**src/rtl/dbg_pkg.sv**
```systemverilog
// Shared types and helpers for the debug sequencer.
//   dbg_state_t : run/halt/step controller state encoding
//   NOP_*       : opcodes counted as NOPs by the monitor counters
//   is_nop()    : 1 when an instruction word is one of the NOP opcodes
package dbg_pkg;

  typedef enum logic [1:0] {
    RUNNING  = 2'd0,
    HALTED   = 2'd1,
    STEPPING = 2'd2
  } dbg_state_t;

  localparam logic [7:0] NOP_C8 = 8'hC8;
  localparam logic [7:0] NOP_CF = 8'hCF;
  localparam logic [7:0] NOP_D8 = 8'hD8;
  localparam logic [7:0] NOP_DF = 8'hDF;

  function automatic logic is_nop(input logic [7:0] instr);
    return (instr == NOP_C8) || (instr == NOP_CF) ||
           (instr == NOP_D8) || (instr == NOP_DF);
  endfunction

endpackage

```
**src/rtl/dbg_counter.sv**
```systemverilog
// Clearable up-counter used for the monitor statistics.
//   clk        : rising-edge clock
//   sync_reset : synchronous active-high reset, q -> 0
//   clr        : synchronous clear, wins over inc
//   inc        : count enable
//   q          : counter value; wraps to 0 when SATURATE=0, sticks at all-ones when SATURATE=1
module dbg_counter #(
  parameter int W        = 16,
  parameter bit SATURATE = 1'b0
) (
  input  logic         clk,
  input  logic         sync_reset,
  input  logic         clr,
  input  logic         inc,
  output logic [W-1:0] q
);

  logic [W-1:0] r_q;
  logic         w_at_max;

  assign w_at_max = &r_q;
  assign q        = r_q;

  always_ff @(posedge clk) begin
    if (sync_reset || clr) begin
      r_q <= '0;
    end else if (inc) begin
      if (SATURATE && w_at_max) begin
        r_q <= r_q;
      end else begin
        r_q <= r_q + 1'b1;
      end
    end
  end

endmodule

```
**src/rtl/debug_sequencer.sv**
```systemverilog
// Run/halt/step controller sitting between program memory and the sequencer/decoder.
// It freezes fetch/execute through hold on operator halt, single-step and PC breakpoint,
// and keeps cycle, executed-instruction and NOP counters for the monitor.
//   clk, sync_reset          : clock, synchronous active-high reset
//   pc, next_instr           : current fetch address and the word being fetched
//   dbg_run/halt/step        : 1-cycle operator pulses
//   bp_en, bp_addr           : PC breakpoint
//   clr_cnt                  : clear all counters
//   hold                     : combinational freeze of pc, ir and reg_en
//   halted, bp_hit           : registered status
//   cycle_cnt/instr_cnt      : wrapping counters (all clocks / unheld clocks)
//   nop_cnt                  : saturating count of unheld clocks fetching a NOP
module debug_sequencer
  import dbg_pkg::*;
#(
  parameter int CNT_W         = 16,
  parameter int NOP_W         = 8,
  parameter bit START_RUNNING = 1'b1
) (
  input  logic             clk,
  input  logic             sync_reset,
  input  logic [7:0]       pc,
  input  logic [7:0]       next_instr,
  input  logic             dbg_run,
  input  logic             dbg_halt,
  input  logic             dbg_step,
  input  logic             bp_en,
  input  logic [7:0]       bp_addr,
  input  logic             clr_cnt,
  output logic             hold,
  output logic             halted,
  output logic             bp_hit,
  output logic [CNT_W-1:0] cycle_cnt,
  output logic [CNT_W-1:0] instr_cnt,
  output logic [NOP_W-1:0] nop_cnt
);

  localparam dbg_state_t RESET_STATE = START_RUNNING ? RUNNING : HALTED;

  dbg_state_t r_state;
  dbg_state_t w_next_state;
  logic       r_resume_mask;
  logic       w_next_mask;
  logic       r_bp_hit;
  logic       w_next_bp_hit;
  logic       w_bp_match;
  logic       w_hold;

  // The mask suppresses the breakpoint for the first RUNNING cycle after a resume,
  // so the instruction we halted on can actually execute instead of re-trapping.
  assign w_bp_match = bp_en && (pc == bp_addr) && !r_resume_mask;

  always_ff @(posedge clk) begin
    if (sync_reset) begin
      r_state       <= RESET_STATE;
      r_resume_mask <= 1'b1;
      r_bp_hit      <= 1'b0;
    end else begin
      r_state       <= w_next_state;
      r_resume_mask <= w_next_mask;
      r_bp_hit      <= w_next_bp_hit;
    end
  end

  always_comb begin
    w_next_state  = r_state;
    w_next_mask   = r_resume_mask;
    w_next_bp_hit = r_bp_hit;
    w_hold        = 1'b0;
    case (r_state)
      RUNNING: begin
        // Halt is combinational in the same cycle: zero skid.
        w_hold      = w_bp_match || dbg_halt;
        w_next_mask = 1'b0;
        if (w_bp_match || dbg_halt) begin
          w_next_state = HALTED;
        end
        if (w_bp_match) begin
          w_next_bp_hit = 1'b1;
        end
      end
      HALTED: begin
        w_hold = 1'b1;
        if (dbg_run) begin
          w_next_state  = RUNNING;
          w_next_mask   = 1'b1;
          w_next_bp_hit = 1'b0;
        end else if (dbg_step) begin
          w_next_state  = STEPPING;
          w_next_mask   = 1'b1;
          w_next_bp_hit = 1'b0;
        end
      end
      STEPPING: begin
        // One unheld cycle, breakpoint and pulses ignored.
        w_next_state = HALTED;
      end
      default: begin
        w_next_state = RESET_STATE;
      end
    endcase
  end

  assign hold   = w_hold;
  assign halted = (r_state == HALTED);
  assign bp_hit = r_bp_hit;

  dbg_counter #(.W(CNT_W), .SATURATE(1'b0)) u_cycle_cnt (
    .clk        (clk),
    .sync_reset (sync_reset),
    .clr        (clr_cnt),
    .inc        (1'b1),
    .q          (cycle_cnt)
  );

  dbg_counter #(.W(CNT_W), .SATURATE(1'b0)) u_instr_cnt (
    .clk        (clk),
    .sync_reset (sync_reset),
    .clr        (clr_cnt),
    .inc        (!w_hold),
    .q          (instr_cnt)
  );

  dbg_counter #(.W(NOP_W), .SATURATE(1'b1)) u_nop_cnt (
    .clk        (clk),
    .sync_reset (sync_reset),
    .clr        (clr_cnt),
    .inc        (!w_hold && is_nop(next_instr)),
    .q          (nop_cnt)
  );

endmodule
```
**config.mk**
```make
export PLATFORM = sky130hd
export DESIGN_NAME = debug_sequencer
export DESIGN_NICKNAME = d
export VERILOG_FILES = /design/src/rtl/dbg_pkg.sv /design/src/rtl/dbg_counter.sv /design/src/rtl/debug_sequencer.sv
export SDC_FILE = /design/constraint.sdc
export NUM_CORES = 1
export LEC_CHECK = 0
export BUFFER_PORTS_ARGS = -buffer_cell sky130_fd_sc_hd__buf_2
export CORE_MARGIN = 3
export CORE_UTILIZATION = 50
export DETAILED_ROUTE_END_ITERATION = 8
export GPL_TIMING_DRIVEN = 0
export PLACE_DENSITY = 0.8
export SLEW_MARGIN = 20
export SYNTH_ARGS = -nofsm -noshare
export SYNTH_HDL_FRONTEND = slang
export SYNTH_HIERARCHICAL = 1
export SYNTH_SLANG_ARGS = --single-unit
```
**constraint.sdc**
```tcl
create_clock -name clk -period 2.4 [get_ports clk]
set_input_delay 0.24 -clock clk [delete_from_list [all_inputs] [get_ports clk]]
set_output_delay 0.24 -clock clk [all_outputs]
set_load 0.05 [all_outputs]
```
Word-level counts from Yosys, hierarchy flattened --
Cells that the tools add are included.
Word-level totals: flip-flop bits (word level) 44, input bits 31, output and inout port bits 43, word-level logic and storage cells 49
Operators by class: add/sub/neg operators 3, eq/ne operators 10, mux-type cells 12, bitwise operators 1, reductions and logical operators 17
Operators with widths (count):
- $add A16 B1 Y16 const B | 2
- $eq A8 B8 Y1 const B | 4
- $add A8 B1 Y8 const B | 1
- $eq A8 B8 Y1 | 1
- $reduce_and A8 Y1 | 1
- $mux W2 | 3
- $pmux W1 S2 | 3
- $pmux W2 S3 | 1
- $reduce_and A2 Y1 | 3
- $logic_or A1 B1 Y1 | 5
- $mux W1 | 5
- $ne A2 B2 Y1 const B | 2
- $logic_and A1 B1 Y1 | 3
- $ne A3 B3 Y1 const B | 1
- $reduce_and A3 Y1 | 1
- $eq A2 B1 Y1 const B | 1
- $eq A2 B2 Y1 const B | 1
- $logic_not A1 Y1 | 2
- $logic_not A2 Y1 | 1
- $reduce_bool A2 Y1 | 1
- $not A1 Y1 | 1

Longest topological paths before layout --
word-level depth 8, depth in mapped cells 9, mapped depth without buffers 8

Cells and area by module --
The synthesis kept the hierarchy.
Modules (own cells, without submodules):
- dbg_counter at u_cycle_cnt ... | instances 2, cells an instance 81, area each 716.9 µm², seq. area each 320.3 µm²
- dbg_counter at u_nop_cnt | instances 1, cells an instance 46, area each 412.9 µm², seq. area each 160.2 µm²
- debug_sequencer | instances 1, cells an instance 41, area each 327.8 µm², seq. area each 80.1 µm²

Worst setup path before layout --
No wires, ideal clock.
path type input to register, from in bp_addr[5], to reg u_instr_cnt.r_q[15] (netlist: u_instr_cnt/q[15]), arrival 1810 ps, data required time 2284 ps, path slack 474 ps, cell stages on the path 8, buffers on the path 1, path through xor2_1 nor4_1 nor4bb_1 nor2_1 and4_1 buf_6 and4_2 a31o_2
On the way: longest elaborated chain between the ends 5
Ends and longest elaborated chain:
- start, declared | line debug_sequencer.sv:28 | input logic [7:0] bp_addr,
- $eq A8 B8 Y1 | line debug_sequencer.sv:51 | assign w_bp_match = bp_en && (pc == bp_addr) && !r_resume_mask;
- $logic_and A1 B1 Y1 (2 in series) | line debug_sequencer.sv:51
- $logic_or A1 B1 Y1 | line debug_sequencer.sv:73 | w_hold = w_bp_match || dbg_halt;
- $pmux W1 S2 | line debug_sequencer.sv:70 | case (r_state)
- end signal, assigned | line dbg_counter.sv:29 | r_q <= r_q;
- end signal, assigned | line dbg_counter.sv:31 | r_q <= r_q + 1'b1;
- end, declared | line dbg_counter.sv:18 | logic [W-1:0] r_q;
No other way between the ends. A chain may end at the register's enable or synchronous reset.

Worst setup path after layout --
from reg r_resume_mask, to reg u_nop_cnt.r_q[5] (netlist: u_nop_cnt/q[5])
On the way: longest elaborated chain between the ends 7
Ends and longest elaborated chain:
- start, declared | line debug_sequencer.sv:42 | logic r_resume_mask;
- start signal, assigned | line debug_sequencer.sv:60 | r_resume_mask <= w_next_mask;
- $logic_not A1 Y1 | line debug_sequencer.sv:51
- $logic_and A1 B1 Y1 | line debug_sequencer.sv:51
- $logic_or A1 B1 Y1 | line debug_sequencer.sv:73
- $pmux W1 S2 | line debug_sequencer.sv:70
- $logic_not A1 Y1 | line debug_sequencer.sv:128 | .inc (!w_hold && is_nop(next_instr)),
- $logic_and A1 B1 Y1 | line debug_sequencer.sv:128
- $reduce_and A2 Y1 (no line)
- end signal, assigned | line dbg_counter.sv:29
- end signal, assigned | line dbg_counter.sv:31
- end, declared | line dbg_counter.sv:18
No other way between the ends.

==> impl_metrics.py <==
metrics = {
    "run_status": {
        "outcome": "completed",
    },
    "timing": {
        "relSlewSlack": 0.468,
        "period_needed_ps": 2190,
        "tightest_slew_ps": 791,
        "max_freq_mhz": 457,
        "drv_slew": 0,
        "setup_viol": 0,
        "grt_setup_unrepaired": "false",
        "hold_violations": 0,
        "period_share": 0.912,
        "fin_setup_tns_ps": 0,
        "clock_skew_ps": 8.20,
    },
    "grt": {
        "grt_first_pass_wirelength_um": 7810,
        "grt_overflow": 0,
        "grtUsageMet1": 0.217,
        "grt_usage": 0.186,
        "antenna_found_initial": 0,
        "grt_pass1_vias": 1863,
        "grt_max_degree": 14,
        "met2_usage": 0.328,
        "busiest_layer": "met2",
        "use_met3": 0.0568,
    },
    "clock_network": {
        "cts_resized": 0,
        "htree_levels": 2,
        "cts_buffers": 5,
        "cts_sinks": 44,
        "cts_tree": "yes",
        "clockRootBuffer": "clkbuf_8",
        "clkTransAtPathRegs_ps": 80,
        "postCtsSetupRepairBufs": 0,
        "clock_path_buffers": 2,
        "clock_latency_ps": 290,
        "cts_hold_buf": 0,
    },
    "die": {
        "coreArea_mm2": 0.00409,
        "row_count": 23,
        "die_y_um": 72.0,
        "die_width_um": 72.0,
        "start_util": 0.532,
        "pin_count": 74,
        "dieArea_mm2": 0.00518,
    },
    "cells_and_area": {
        "syn2layout_area_growth_pct": 25.3,
        "finalNetCount": 367,
        "fin_util": 0.667,
        "antennaDiodeCount": 0,
        "fin_area_mm2": 0.00272,
        "drive_gt1_frac": 0.281,
    },
    "setup_path": {
        "cp_cell_sequence": "nand2b_2 -> nor4_1 -> nor4bb_1 -> nor4_1 -> nand4_1 -> a211oi_1 -> mux2i_1",
        "cpMostUsedCell": "nor4_1",
        "cpPeakStageDelay_ps": 700,
        "startpoint_type": "flip-flop",
        "path_max_fanout": 6,
        "cp-end-kind": "flip-flop",
        "worst-r2r-setup-slack_ps": 210,
        "worstPathRequired_ps": 2620,
        "cp.arrival_ps": 2410,
        "cpMaxStageDelayCell": "nor4_1",
        "r2r_start": "r_resume_mask$_SDFFE_PP1P_",
        "r2r_end": "u_nop_cnt/q[5]$_SDFFE_PP0P_",
        "path_class": "reg2reg",
        "cp-startpoint": "r_resume_mask$_SDFFE_PP1P_",
        "r2r_cells": 7,
    },
    "detailed_routing": {
        "antenna_left": 0,
        "drc_errors": 0,
        "drt-total-wl_um": 4620,
        "drt_pass1_iterations": 4,
        "drtIter0Drc": 81,
        "vias": 2001,
        "wl_per_cell_um": 12.0,
        "avgViaCountPerCell": 5.21,
    },
    "min_path": {
        "hp-start": "dbg_run",
        "worstHoldEndpoint": "r_state[1]$_SDFFE_PP0P_",
        "min_delay_path_depth": 2,
        "hp-class": "in2reg",
    },
    "power": {
        "ir_drop_v": 0.000422,
        "cellPowerDensity_mw_per_mm2": 513,
        "finalPower_mw": 1.40,
        "clockPowerShare": 0.390,
        "p_leak_nw": 1.17,
        "p_switching_mw": 0.307,
        "pwr-share-seq": 0.530,
        "swShare": 0.220,
        "internal_power_mw": 1.09,
        "combPwrFrac": 0.081,
    },
    "placement": {
        "io_buffers": 72,
        "place.gp.congestion": 0.820,
        "dp_hpwl_um": 3530,
        "dpl_cell_area_mm2": 0.00262,
    },
    "synth": {
        "synth_top_cell_by_area": "dfxtp_1",
        "avgSynthCellArea_um2": 8.73,
        "synth_area_leaders": "dfxtp_1, xor2_1, nor2_1",
        "async_flop_share": 0,
        "synth_commonest_cells": "dfxtp_1, nor2_1, xor2_1",
        "yosysUniqueCellTypes": 41,
        "yosysTopAreaCellShare": 0.405,
        "synth_warnings": 6,
        "syn_inst": 249,
        "synth-edff-count": 0,
        "yosys_register_bits": 44,
        "synth_seq_area_share": 0.405,
        "syn_area_mm2": 0.00217,
        "synth_most_common_cell": "dfxtp_1",
        "synth_ff_type": "dfxtp_1",
    },
    "flow_run": {
        "drv_cap": 0,
    },
}
## layout make-up
type / count / area (um^2)
Sequential cell: 44 / 881
Clock buffer: 6 / 72.6
Fill cell: 359 / 1360
Timing Repair Buffer: 72 / 360
Inverter: 1 / 3.75
Multi-Input combinational cell: 203 / 1270
Tap cell: 50 / 62.6
Clock inverter: 2 / 35.0
Buffer: 6 / 37.5
## cells by family (layout without fill, tap and decap cells)
group,after synthesis,in the layout,synth area share
compound gates,31,31,0.0886
xor+xnor,30,30,0.121
fa+ha+maj,3,3,0.0173
buf+inv,7,87,0.0190
flops,44,44,0.405
mux,5,5,0.0230
other cells,1,6,0.00172
simple gates,128,128,0.325
## per-stage QoR
step	hold slack (ps)	setup slack, ps	std cells
2_1_floorplan	316	474	254
3_3_place_gp	422	159	376
3_5_place_dp	429	81.7	376
4_1_cts	118	224	384
5_1_grt	122	69.9	384
6_report	126	212	384
## routing by layer
layer | vias up | share of wire
met5 | - | 0
met4 | 0 | 0.0054
met3 | 4 | 0.063
met2 | 58 | 0.50
met1 | 897 | 0.43
li1 | 1042 | -
## critical path: cells and delay by family (launching register included)
family | cells | cell delay, ps
simple gates | 5 | 1230
compound gates | 1 | 350
flops | 1 | 320
mux | 1 | 220
## power groups by stage
| stage | logic, mW | clock network, mW | registers (mW) |
|---|---|---|---|
| final | 0.113 | 0.544 | 0.740 |
| after floorplan | 0.0602 | 0 | 0.765 |
| after global routing | 0.125 | 0.583 | 0.742 |
| after detailed placement | 0.114 | 0 | 0.757 |
| after CTS | 0.114 | 0.561 | 0.740 |
| after global placement | 0.111 | 0 | 0.757 |
## sequential cells by signal, summed over array words and instances, names as in the netlist
signal,flops
bp_hit,1
r_state,2
r_resume_mask,1
u_cycle_cnt/q,16
u_nop_cnt/q,8
u_instr_cnt/q,16
## layout by cell type, fill, tap and decap left out, types with 2 or more instances in the layout
cell type,synthesis,final
a211oi_1,2,2
a21oi_1,11,11
a31o_2,2,2
a31oi_1,2,2
and2_0,2,2
and3_1,6,6
and4_1,7,7
and4_2,3,3
buf_2,0,72
buf_6,2,2
clkbuf_1,4,5
clkbuf_8,0,5
conb_1,1,6
dfxtp_1,44,44
ha_1,3,3
mux2i_1,5,5
nand2_1,22,22
nand3_1,8,8
nand3_4,2,2
nand4_1,9,9
nor2_1,40,40
nor2b_1,4,4
nor3_1,3,3
nor4_1,2,2
nor4bb_1,2,2
o21ai_0,8,8
or2_2,3,3
or3_1,6,6
or4_1,4,4
xnor2_1,7,7
xor2_1,23,23
## worst max-delay path by stage
stage                     cells past startpoint  slack [ps]                        endpoint
final                                         7         210     u_nop_cnt/q[5]$_SDFFE_PP0P_
after global routing                          7          70     u_nop_cnt/q[5]$_SDFFE_PP0P_
after global placement                       10         160  u_instr_cnt/q[14]$_SDFFE_PP0P_
after floorplan                               8         470  u_instr_cnt/q[15]$_SDFFE_PP0P_
after detailed placement                     10          80  u_instr_cnt/q[11]$_SDFFE_PP0P_
after CTS                                     9         220  u_instr_cnt/q[11]$_SDFFE_PP0P_
(Power assumes the default switching activity.)
